File: src/rtl/uart_tx_fifo.sv
// ============================================================================
// Module      : uart_tx_fifo
// Description : UART transmitter with an input FIFO. Data width, parity and
//               stop bits are set by parameters. Queued frames are sent
//               back-to-back with no idle gap between them.
// Revision    : 1.0 - initial release
// ============================================================================
`default_nettype none

module uart_tx_fifo #(
  parameter int CLKS_PER_BIT = 87,
  parameter int DATA_BITS    = 8,
  parameter int PARITY       = 0,
  parameter int STOP_BITS    = 1,
  parameter int FIFO_DEPTH   = 4
) (
  input  logic                          i_Clock,
  input  logic                          i_Reset,
  input  logic                          i_Tx_DV,
  input  logic [DATA_BITS-1:0]          i_Tx_Byte,
  output logic                          o_Tx_Ready,
  output logic                          o_Tx_Active,
  output logic                          o_Tx_Serial,
  output logic                          o_Tx_Done,
  output logic                          o_Overflow,
  output logic [$clog2(FIFO_DEPTH):0]   o_Fifo_Count
);

  localparam int PTR_W  = $clog2(FIFO_DEPTH);
  localparam int CNT_W  = PTR_W + 1;
  localparam int BAUD_W = $clog2(CLKS_PER_BIT);
  localparam int BIT_W  = $clog2(DATA_BITS);

  localparam logic [BAUD_W-1:0] C_BAUD_RELOAD = BAUD_W'(CLKS_PER_BIT - 1);
  localparam logic [BIT_W-1:0]  C_LAST_DATA   = BIT_W'(DATA_BITS - 1);
  localparam logic [BIT_W-1:0]  C_LAST_STOP   = BIT_W'(STOP_BITS - 1);
  localparam logic [CNT_W-1:0]  C_FULL        = CNT_W'(FIFO_DEPTH);

  if (CLKS_PER_BIT < 2 || DATA_BITS < 5 || DATA_BITS > 9 || PARITY < 0 || PARITY > 2 ||
      (STOP_BITS != 1 && STOP_BITS != 2) || FIFO_DEPTH < 2 ||
      (FIFO_DEPTH & (FIFO_DEPTH - 1)) != 0) begin : g_param_check
    $error("uart_tx_fifo: illegal parameter value");
  end

  // ---------------------------------------------------------------- FIFO
  logic [DATA_BITS-1:0] mem [FIFO_DEPTH];
  logic [PTR_W-1:0]     wr_ptr, rd_ptr;
  logic [CNT_W-1:0]     count, count_n;
  logic                 ready, overflow;
  logic                 push, pop;
  logic [DATA_BITS-1:0] head;

  assign push = i_Tx_DV & ready;
  assign head = mem[rd_ptr];

  always_comb begin
    count_n = count;
    case ({push, pop})
      2'b10:   count_n = count + CNT_W'(1);
      2'b01:   count_n = count - CNT_W'(1);
      default: count_n = count;
    endcase
  end

  always_ff @(posedge i_Clock or posedge i_Reset) begin
    if (i_Reset) begin
      wr_ptr   <= '0;
      rd_ptr   <= '0;
      count    <= '0;
      ready    <= 1'b1;
      overflow <= 1'b0;
    end else begin
      if (push) wr_ptr <= wr_ptr + PTR_W'(1);
      if (pop)  rd_ptr <= rd_ptr + PTR_W'(1);
      count    <= count_n;
      ready    <= (count_n != C_FULL);
      overflow <= i_Tx_DV & ~ready;
    end
  end

  always_ff @(posedge i_Clock) begin
    if (push) mem[wr_ptr] <= i_Tx_Byte;
  end

  // ---------------------------------------------------------------- FSM
  typedef enum logic [2:0] {
    S_IDLE   = 3'd0,
    S_START  = 3'd1,
    S_DATA   = 3'd2,
    S_PARITY = 3'd3,
    S_STOP   = 3'd4
  } state_t;

  state_t               state, state_n;
  logic [BAUD_W-1:0]    baud, baud_n;
  logic [BIT_W-1:0]     bit_idx, bit_n;
  logic [DATA_BITS-1:0] shreg, shreg_n;
  logic                 par_bit, par_n;
  logic                 serial, serial_n;
  logic                 active, active_n;
  logic                 done, done_n;
  logic                 load;
  logic                 baud_end;

  always_comb begin
    state_n  = state;
    baud_n   = baud;
    bit_n    = bit_idx;
    shreg_n  = shreg;
    par_n    = par_bit;
    serial_n = serial;
    done_n   = 1'b0;
    load     = 1'b0;
    pop      = 1'b0;
    baud_end = (baud == '0);

    case (state)
      S_IDLE: begin
        serial_n = 1'b1;
        if (count != '0) load = 1'b1;
      end
      S_START: begin
        if (baud_end) begin
          state_n  = S_DATA;
          baud_n   = C_BAUD_RELOAD;
          bit_n    = '0;
          serial_n = shreg[0];
        end else begin
          baud_n = baud - BAUD_W'(1);
        end
      end
      S_DATA: begin
        if (baud_end) begin
          baud_n = C_BAUD_RELOAD;
          if (bit_idx == C_LAST_DATA) begin
            bit_n = '0;
            if (PARITY != 0) begin
              state_n  = S_PARITY;
              serial_n = par_bit;
            end else begin
              state_n  = S_STOP;
              serial_n = 1'b1;
            end
          end else begin
            // shreg[0] is always the bit currently on the line
            bit_n    = bit_idx + BIT_W'(1);
            shreg_n  = shreg >> 1;
            serial_n = shreg[1];
          end
        end else begin
          baud_n = baud - BAUD_W'(1);
        end
      end
      S_PARITY: begin
        if (baud_end) begin
          state_n  = S_STOP;
          baud_n   = C_BAUD_RELOAD;
          bit_n    = '0;
          serial_n = 1'b1;
        end else begin
          baud_n = baud - BAUD_W'(1);
        end
      end
      S_STOP: begin
        if (baud_end) begin
          baud_n = C_BAUD_RELOAD;
          if (bit_idx == C_LAST_STOP) begin
            done_n = 1'b1;
            if (count != '0) begin
              load = 1'b1;
            end else begin
              state_n  = S_IDLE;
              serial_n = 1'b1;
            end
          end else begin
            bit_n = bit_idx + BIT_W'(1);
          end
        end else begin
          baud_n = baud - BAUD_W'(1);
        end
      end
      default: begin
        state_n  = S_IDLE;
        serial_n = 1'b1;
      end
    endcase

    // Pop the head straight into the shifter; parity is fixed at load time
    if (load) begin
      pop      = 1'b1;
      shreg_n  = head;
      par_n    = (^head) ^ (PARITY == 1);
      state_n  = S_START;
      baud_n   = C_BAUD_RELOAD;
      serial_n = 1'b0;
    end

    active_n = (state_n != S_IDLE);
  end

  always_ff @(posedge i_Clock or posedge i_Reset) begin
    if (i_Reset) begin
      state   <= S_IDLE;
      baud    <= '0;
      bit_idx <= '0;
      shreg   <= '0;
      par_bit <= 1'b0;
      serial  <= 1'b1;
      active  <= 1'b0;
      done    <= 1'b0;
    end else begin
      state   <= state_n;
      baud    <= baud_n;
      bit_idx <= bit_n;
      shreg   <= shreg_n;
      par_bit <= par_n;
      serial  <= serial_n;
      active  <= active_n;
      done    <= done_n;
    end
  end

  assign o_Tx_Ready   = ready;
  assign o_Tx_Active  = active;
  assign o_Tx_Serial  = serial;
  assign o_Tx_Done    = done;
  assign o_Overflow   = overflow;
  assign o_Fifo_Count = count;

endmodule

`default_nettype wire

File: config.mk
export PLATFORM = sky130hd
export DESIGN_NAME = uart_tx_fifo
export DESIGN_NICKNAME = d
export VERILOG_FILES = /design/src/rtl/uart_tx_fifo.sv
export SDC_FILE = /design/constraint.sdc
export NUM_CORES = 1
export LEC_CHECK = 0
export CORE_UTILIZATION = 45
export DETAILED_ROUTE_END_ITERATION = 8
export PLACE_DENSITY = 0.77
export RECOVER_POWER = 100
export SYNTH_ARGS = -nofsm -noshare
export SYNTH_HDL_FRONTEND = slang
export SYNTH_SLANG_ARGS = --single-unit
File: constraint.sdc
create_clock -name i_Clock -period 2.9 [get_ports i_Clock]
set_input_delay 0.58 -clock i_Clock [delete_from_list [all_inputs] [get_ports i_Clock]]
set_output_delay 0.58 -clock i_Clock [all_outputs]
set_load 0.02 [all_outputs]
* Word level (Yosys, flattened, before mapping)
Memories as Yosys holds them, arrays and structs flattened.
Cells that the tools add are included.
** Storage, ports and cells
- Register bits :: 33
- Bits in writable memories :: 32
- Bits of input ports :: 11
- Output and inout port bits :: 8
- Word-level logic and storage cells :: 97
- Memories :: 1
** Memory list
- mem :: depth 4, bits a word 8, rd ports 1, clocked after memory_dff 0, wr ports 1, line 46 : logic [DATA_BITS-1:0] mem [FIFO_DEPTH];
** Operators by class
- Add/subtract/negate cells :: 6
- Equality and inequality tests :: 19
- Muxes and demuxes :: 42
- Bitwise gates (word level) :: 3
- Reductions and logical operators :: 14
** Operators with widths (number)
- 3-bit two-way mux :: 13
- 8-bit two-way mux :: 4
- 7-bit two-way mux :: 3
- 3-bit != test, second input constant :: 7
- 1-bit two-way mux :: 17
- 3-bit one-hot mux with 5 select lines :: 1
- 3-bit one-hot mux with 3 select lines :: 1
- 3-bit nonzero test :: 3
- 2-bit != test, second input constant :: 4
- 7-bit logical NOT :: 1
- 7-bit by 1-bit subtractor with 7-bit output, second input constant :: 1
- 3-bit by 1-bit adder with 3-bit output, second input constant :: 2
- 3-bit by 2-bit equality test with 1-bit output, second input constant :: 2
- 3-bit equality test, second input constant :: 2
- 3-bit logical NOT :: 2
- 3-bit one-hot mux with 2 select lines :: 1
- 6-bit AND reduction :: 1
- 2-bit nonzero test :: 3
- 5-bit AND reduction :: 1
- 2-bit by 1-bit adder with 2-bit output, second input constant :: 2
- 1-bit one-hot mux with 4 select lines :: 1
- 4-bit OR reduction :: 1
- 3-bit by 1-bit equality test with 1-bit output, second input constant :: 1
- 3-bit AND reduction :: 1
- other kinds (8) :: 9

* Depth between registers and ports, before layout
Gate-level depths: netlist of run 1.
- Word-level depth :: 9
- Gate-level depth with buffers :: 14
- Mapped depth without buffers :: 13

* Worst setup path after synthesis of run 1
OpenSTA, ideal clock, no wires.
- Kind :: register -> register
- Start :: reg baud[0]
- End :: reg ready, in the netlist o_Tx_Ready
- Setup time :: 0.082 ns
- Arrival time :: 2.835 ns
- Required time :: 2.818 ns
- Setup slack :: -0.017 ns
- Cell stages (with the launch flop) :: 15
- Path buffers :: 1
- Cells stage by stage :: dfrtp_1 -> inv_1 -> ha_1 -> or4b_4 -> buf_6 -> o21ai_2 -> nand2_1 -> inv_2 -> ha_1 -> inv_1 -> fa_1 -> xor2_1 -> nor2_1 -> xor2_1 -> nand2_1
** On the way
- Word-level cells in the longest chain between the ends :: 7
** Ends and longest elaborated chain
- start, declared :: line 95 : logic [BAUD_W-1:0] baud, baud_n;
- start signal, assigned :: line 213 : baud <= baud_n;
- 7-bit logical NOT * :: line 115 : baud_end = (baud == '0);
- 1-bit two-way mux * :: line 165 : if (baud_end) begin
- 1-bit one-hot mux with 2 select lines * :: line 117 : case (state)
- via load :: line 102 : logic load;
- 1-bit two-way mux * :: line 189 : if (load) begin
- 2-bit by 1-bit equality test with 1-bit output or 2-bit equality test (tied branches) :: line 58 : case ({push, pop})
- 3-bit one-hot mux with 2 select lines * :: line 58
- via count_n[2] :: line 48 : logic [CNT_W-1:0] count, count_n;
- 3-bit != test * :: line 76 : ready <= (count_n != C_FULL);
- end signal, assigned :: line 76
- end, declared :: line 49 : logic ready, overflow;
Mark *: on every way through the listed nets, which the timed path passes. The rest lies on a longest branch.
A chain may end at the register's enable or synchronous reset.

* Final worst setup path of run 1
- Start :: reg bit_idx[1]
- End :: reg ready, in the netlist o_Tx_Ready
** On the way
- Word-level cells in the longest chain between the ends :: 8
** Ends and longest elaborated chain
- start, declared :: line 96 : logic [BIT_W-1:0] bit_idx, bit_n;
- start signal, assigned :: line 214 : bit_idx <= bit_n;
- 3-bit logical NOT * :: line 167 : if (bit_idx == C_LAST_STOP) begin
- 1-bit two-way mux * :: line 167
- 1-bit two-way mux * :: line 165
- 1-bit one-hot mux with 2 select lines * :: line 117
- via load :: line 102
- 1-bit two-way mux * :: line 189
- 2-bit by 1-bit equality test with 1-bit output or 2-bit equality test (tied branches) :: line 58
- 3-bit one-hot mux with 2 select lines * :: line 58
- via count_n[2] :: line 48
- 3-bit != test * :: line 76
Marked as above.

==> impl_metrics.ini, run 1 <==
[sta]
fmax_ghz = 0.3743
slew_headroom = -0.1549
tns_ns = 0
hold_slack_ns = 0.5124
worst_slew_pin_slew_ns = 1.732
min_period_ns = 2.672
slew_viol_final = 34
post-route-period-util = 0.9213
fin_skew_ns = 0.007734
hold_violations = 0
rsz0062_at_grt = no
setup_violations = 0

[logic_synthesis]
ys_seq_area_frac = 0.5966
synth.avg_cell_area_um2 = 13.69
syn_nets = 240
synth_area_um2 = 2999
async_reset_ff_frac = 0.5077
synth_flop_cell = edfxtp_1
synth-edff-count = 32
ys_types = 46
yosys_register_bits = 65
synth.largest_area_cell = edfxtp_1
ys_warn_count = 0
ys_top_cells_by_area = edfxtp_1 32%, dfrtp_1 26%, mux4_2 6.0%
yosys.area.top_type_share = 0.3204
syn_inst = 219

[worst_setup_path]
crit_slowest_cell = or4b_4
cp-start-kind = flop
worst_ep_arrival_time_ns = 2.94
crit_family = simple AND/OR/NAND/NOR gates
crit-reg2reg-launch = bit_idx[1]
crit_fanout = 7
path_class = flop to flop
crit_chain = inv_1, ha_1, or4b_4, o21ai_4, nand2_2, inv_4, ha_2, inv_1, fa_2, xor2_1, nor2_1, xor2_1, nand2_1
end_kind = flop
startpoint = bit_idx[1]
critical-path-max-stage-delay_ns = 0.50
worstPathRequired_ns = 3.17
cp.buffers_inverters = 3

[clock_network]
cts_tree = built
h-tree-depth = 3
clock_sinks = 65
cts_root_buffer = clkbuf_8
clk_path_buf_depth = 2
cts.clk_slew.worst_paths_ns = 0.08
numCtsBuffers = 9
clkLatencyLatePin_ns = 0.34

[finish]
layout_common_cells = 32 x edfxtp_1, 31 x dfrtp_1, 18 x dlygate4sd3_1
seq_area_um2 = 1789
syn2layout_area_growth_pct = 18.56
n_antenna_cell = 0
fin_util = 0.5568
multiInputGateArea_um2 = 1165
n_fill_cell = 523
final_common_cell = edfxtp_1
nets = 274
drive_gt1_frac = 0.2093

[grt]
busiest_layer = met2
gr-usage-met2 = 0.2594
antenna_found_initial = 0
grt_pass1_vias = 1842
met1_usage = 0.2096
track_usage = 0.1644
grt_pass1_wl_um = 8783
overflow = 0
met3_usage = 0.04649
grt_max_degree = 34

[power_and_ir_drop]
total_leakage_power_nw = 1.385
vdd_ir_drop_max_mv = 0.4695
powerDensity_nw_per_um2 = 658.1
total_power_w = 0.002340

[floorplan]
die_w_um = 83.64
core-area_um2 = 6386
placementRows = 29
ios = 19
die_h_um = 83.64
dieArea_um2 = 6995
start_util = 0.4696

[place]
gp_congestion = 0.8372
port_buffers = 18
dp_hpwl_um = 3601

[hold_path]
hp-class = flop to flop
hp-start = shreg[5]

[routing]
first_iter_violations = 101
final_antenna_net_count = 0
drc = 0
vias = 1869
vias_per_cell = 5.579
wire_per_inst_um = 15.42
routed_wl_um = 5165
drt_pass1_iterations = 4

[status]
outcome = finished, violations left
violations = capacitance limit, slew limit

[run]
cap_viol_max_count = 1
## final timing paths
kind,slack (ns),endpoint,cells after the start
max in group asynchronous,0.61,o_Tx_Active,3
min in group asynchronous,1.28,o_Fifo_Count[2],3
worst min-delay path,0.51,shreg[5],1
worst max register to register,0.23,o_Tx_Ready,13
worst min register to register,0.51,shreg[5],1
worst max-delay path,0.23,o_Tx_Ready,13
## synth_stat cells, drive strengths merged (4+ instances only)
library cell   n
and2           4
and3           8
dfrtp         31
edfxtp        32
ha             9
inv           12
mux2          10
mux4           8
nand2         11
nand2b         6
nand3          4
nor2          14
nor3           4
o21ai          9
o31ai          4
xnor2          7
## final cells by class
type / instances / share of cell area
clock buffer: 9 / 0.03483
timing repair buffer: 29 / 0.06756
inverter: 12 / 0.01337
clock inverter: 7 / 0.02639
tap: 77 / 0.02709
sequential: 65 / 0.5032
multi-input combinational: 136 / 0.3276
## power by group
group | total, W | switching, W | internal (W)
combinational | 0.000334 | 0.000193 | 0.000140
sequential | 0.00117 | 0.0000614 | 0.00111
clock | 0.000838 | 0.000354 | 0.000484
total | 0.00234 | 0.000609 | 0.00173
## kinds of logic after synthesis
family / share of synthesized area
flops: 0.5966
buf+inv: 0.02544
fa+ha+maj: 0.04422
compound gates: 0.07426
simple gates: 0.1227
mux: 0.1076
xor+xnor: 0.02921
## per-layer routing
| metal | share of wire | vias to the layer above |
|---|---|---|
| li1 | - | 882 |
| met1 | 0.43 | 922 |
| met2 | 0.50 | 52 |
| met3 | 0.044 | 13 |
| met4 | 0.021 | 0 |
| met5 | 0 | - |
## stage by stage
stage               worst slack (ns)  cell area [µm²]  std cells
finish                        0.2284             3556        335
detailed placement            0.1006             3322        318
global placement              0.1880             3322        318
floorplan                    0.04261             3002        219
CTS                          0.09259             3540        334
global route                 0.04269             3556        335
## state kept, by name, summed over array words and instances, names as in the netlist
signal / count
o_Fifo_Count: 3
o_Tx_Serial: 1
mem: 32
o_Tx_Ready: 1
o_Tx_Done: 1
o_Tx_Active: 1
o_Overflow: 1
wr_ptr: 2
shreg: 8
state: 3
baud: 7
bit_idx: 3
rd_ptr: 2
## what timing repair did
item                                    4_1_cts  5_1_grt
resized for setup                             0        9
endpoints found under the hold margin         0        0
hold buffers                                  0        0
endpoints found under the setup margin        0        2
buffers inserted                              0        1
Note: power is estimated with default switching activity, not from simulation.
==> run 2: changes to the inputs <==
CORE_ASPECT_RATIO = 0.75   (was unset)
==> impl_metrics.ini, run 2 (synthesis results as in run 1) <==
[clock_network]
numCtsBuffers = 9
clock_sinks = 65
cts_root_buffer = clkbuf_8
clkLatencyLatePin_ns = 0.34
cts_tree = built
cts_hold_buf = 0
clk_path_buf_depth = 2
h-tree-depth = 3
cts.clk_slew.worst_paths_ns = 0.08

[sta]
slew_viol_final = 34
min_period_ns = 2.706
setup_violations = 0
post-route-period-util = 0.9332
hold_violations = 0
fmax_ghz = 0.3695
slew_headroom = -0.1717
fin_skew_ns = 0.008918
tns_ns = 0
worst_slew_pin_slew_ns = 1.758

[routing]
drt_pass1_iterations = 4
wire_per_inst_um = 16.27
final_antenna_net_count = 0
routed_wl_um = 5514
first_iter_violations = 66
vias_per_cell = 5.410
vias = 1834
drc = 0

[grt]
antenna_found_initial = 0
grt_pass1_wl_um = 9239
track_usage = 0.1845
grt_pass1_vias = 1852
overflow = 0
grt_max_degree = 34

[status]
outcome = finished, violations left
violations = capacitance limit, slew limit

[place]
gp_congestion = 0.8892
dpl.cell_count = 322
port_buffers = 18
dp_hpwl_um = 3829

[worst_setup_path]
worst_ep_arrival_time_ns = 2.98
crit_fanout = 5
path_class = flop to flop
worstPathRequired_ns = 3.17
cp-start-kind = flop
end_kind = flop

[finish]
final_common_cell = edfxtp_1
reg.largest.list = mem x32, shreg x8, baud x7
syn2layout_area_growth_pct = 18.31
drive_gt1_frac = 0.2132
largest_reg_flops = 32
layout_common_cells = 32 x edfxtp_1, 31 x dfrtp_1, 14 x nor2_1
n_antenna_cell = 0
n_fill_cell = 551
regMostFlops = mem
nets = 274
finalNonFillerCells = 339

[hold_path]
hp-class = flop to flop

[run]
cap_viol_max_count = 1

[floorplan]
ios = 19
die_h_um = 72.70
core-area_um2 = 6381
placementRows = 25
start_util = 0.4700
die_w_um = 96.27
dieArea_um2 = 6998

[power_and_ir_drop]
powerDensity_nw_per_um2 = 644.2
vdd_ir_drop_max_mv = 0.4309
total_leakage_power_nw = 1.391
-- run 2: final timing paths --
path	from	to	slack, ns	depth (start not counted)
worst max-delay path	baud[0]	o_Tx_Ready	0.19	13
worst min-delay path	shreg[2]	shreg[2]	0.51	1
worst max register to register	baud[0]	o_Tx_Ready	0.19	13
worst min register to register	shreg[2]	shreg[2]	0.51	1
max in group asynchronous	i_Reset	baud[6]	0.59	3
min in group asynchronous	i_Reset	wr_ptr[1]	1.29	3
-- run 2: metal layers --
layer	vias up	global-route usage	part of all wire
li1	876	-	-
met1	901	0.2559	0.47
met2	49	0.2695	0.47
met3	8	0.06667	0.047
met4	0	0.06302	0.013
met5	-	0	0
-- run 2: repair_timing --
| item | CTS | global route |
|---|---|---|
| resized for setup | 0 | 3 |
| setup buffers | 0 | 1 |
| setup endpoints to repair | 0 | 2 |
-- run 2: area by class of cell --
class                           instances  area, µm²  share of cell area
Multi-Input combinational cell        136       1156              0.3258
Tap cell                               81      101.3             0.02856
Sequential cell                        65       1789              0.5042
Clock buffer                            9      123.9             0.03491
Timing Repair Buffer                   29      255.2             0.07193
Inverter                               12      45.04             0.01269
Clock inverter                          7      77.57             0.02186
-- run 2: report_power, final --
group          internal (W)  switching [W]  total (W)
Sequential          0.00111      0.0000639    0.00117
Combinational      0.000148       0.000194   0.000342
Clock              0.000405       0.000368   0.000773
Total               0.00166       0.000626    0.00229
-- run 2: worst max-delay path, cell delays in order (launching register included) --
cell and delay, ns:
dfrtp_1 0.39, inv_1 0.12, ha_4 0.16, or4b_4 0.51, o21ai_4 0.18, nand2_2 0.08
inv_2 0.06, ha_1 0.17, inv_1 0.06, fa_1 0.37, xor2_1 0.15, nor2_1 0.11
xor2_1 0.20, nand2_1 0.08
-- run 2: through the flow --
step	hold slack, ns	worst slack [ns]	instance area [µm²]	total power [W]	utilization
floorplan	0.4713	0.04261	3002	0.001395	-
global placement	0.4924	0.2079	3327	0.001526	0.5214
detailed placement	0.4997	0.1388	3327	0.001542	0.5214
CTS	0.5156	0.1009	3528	0.002323	0.5529
global route	0.5315	-0.01622	3548	0.002409	0.5561
finish	0.5081	0.1938	3548	0.002286	0.5561
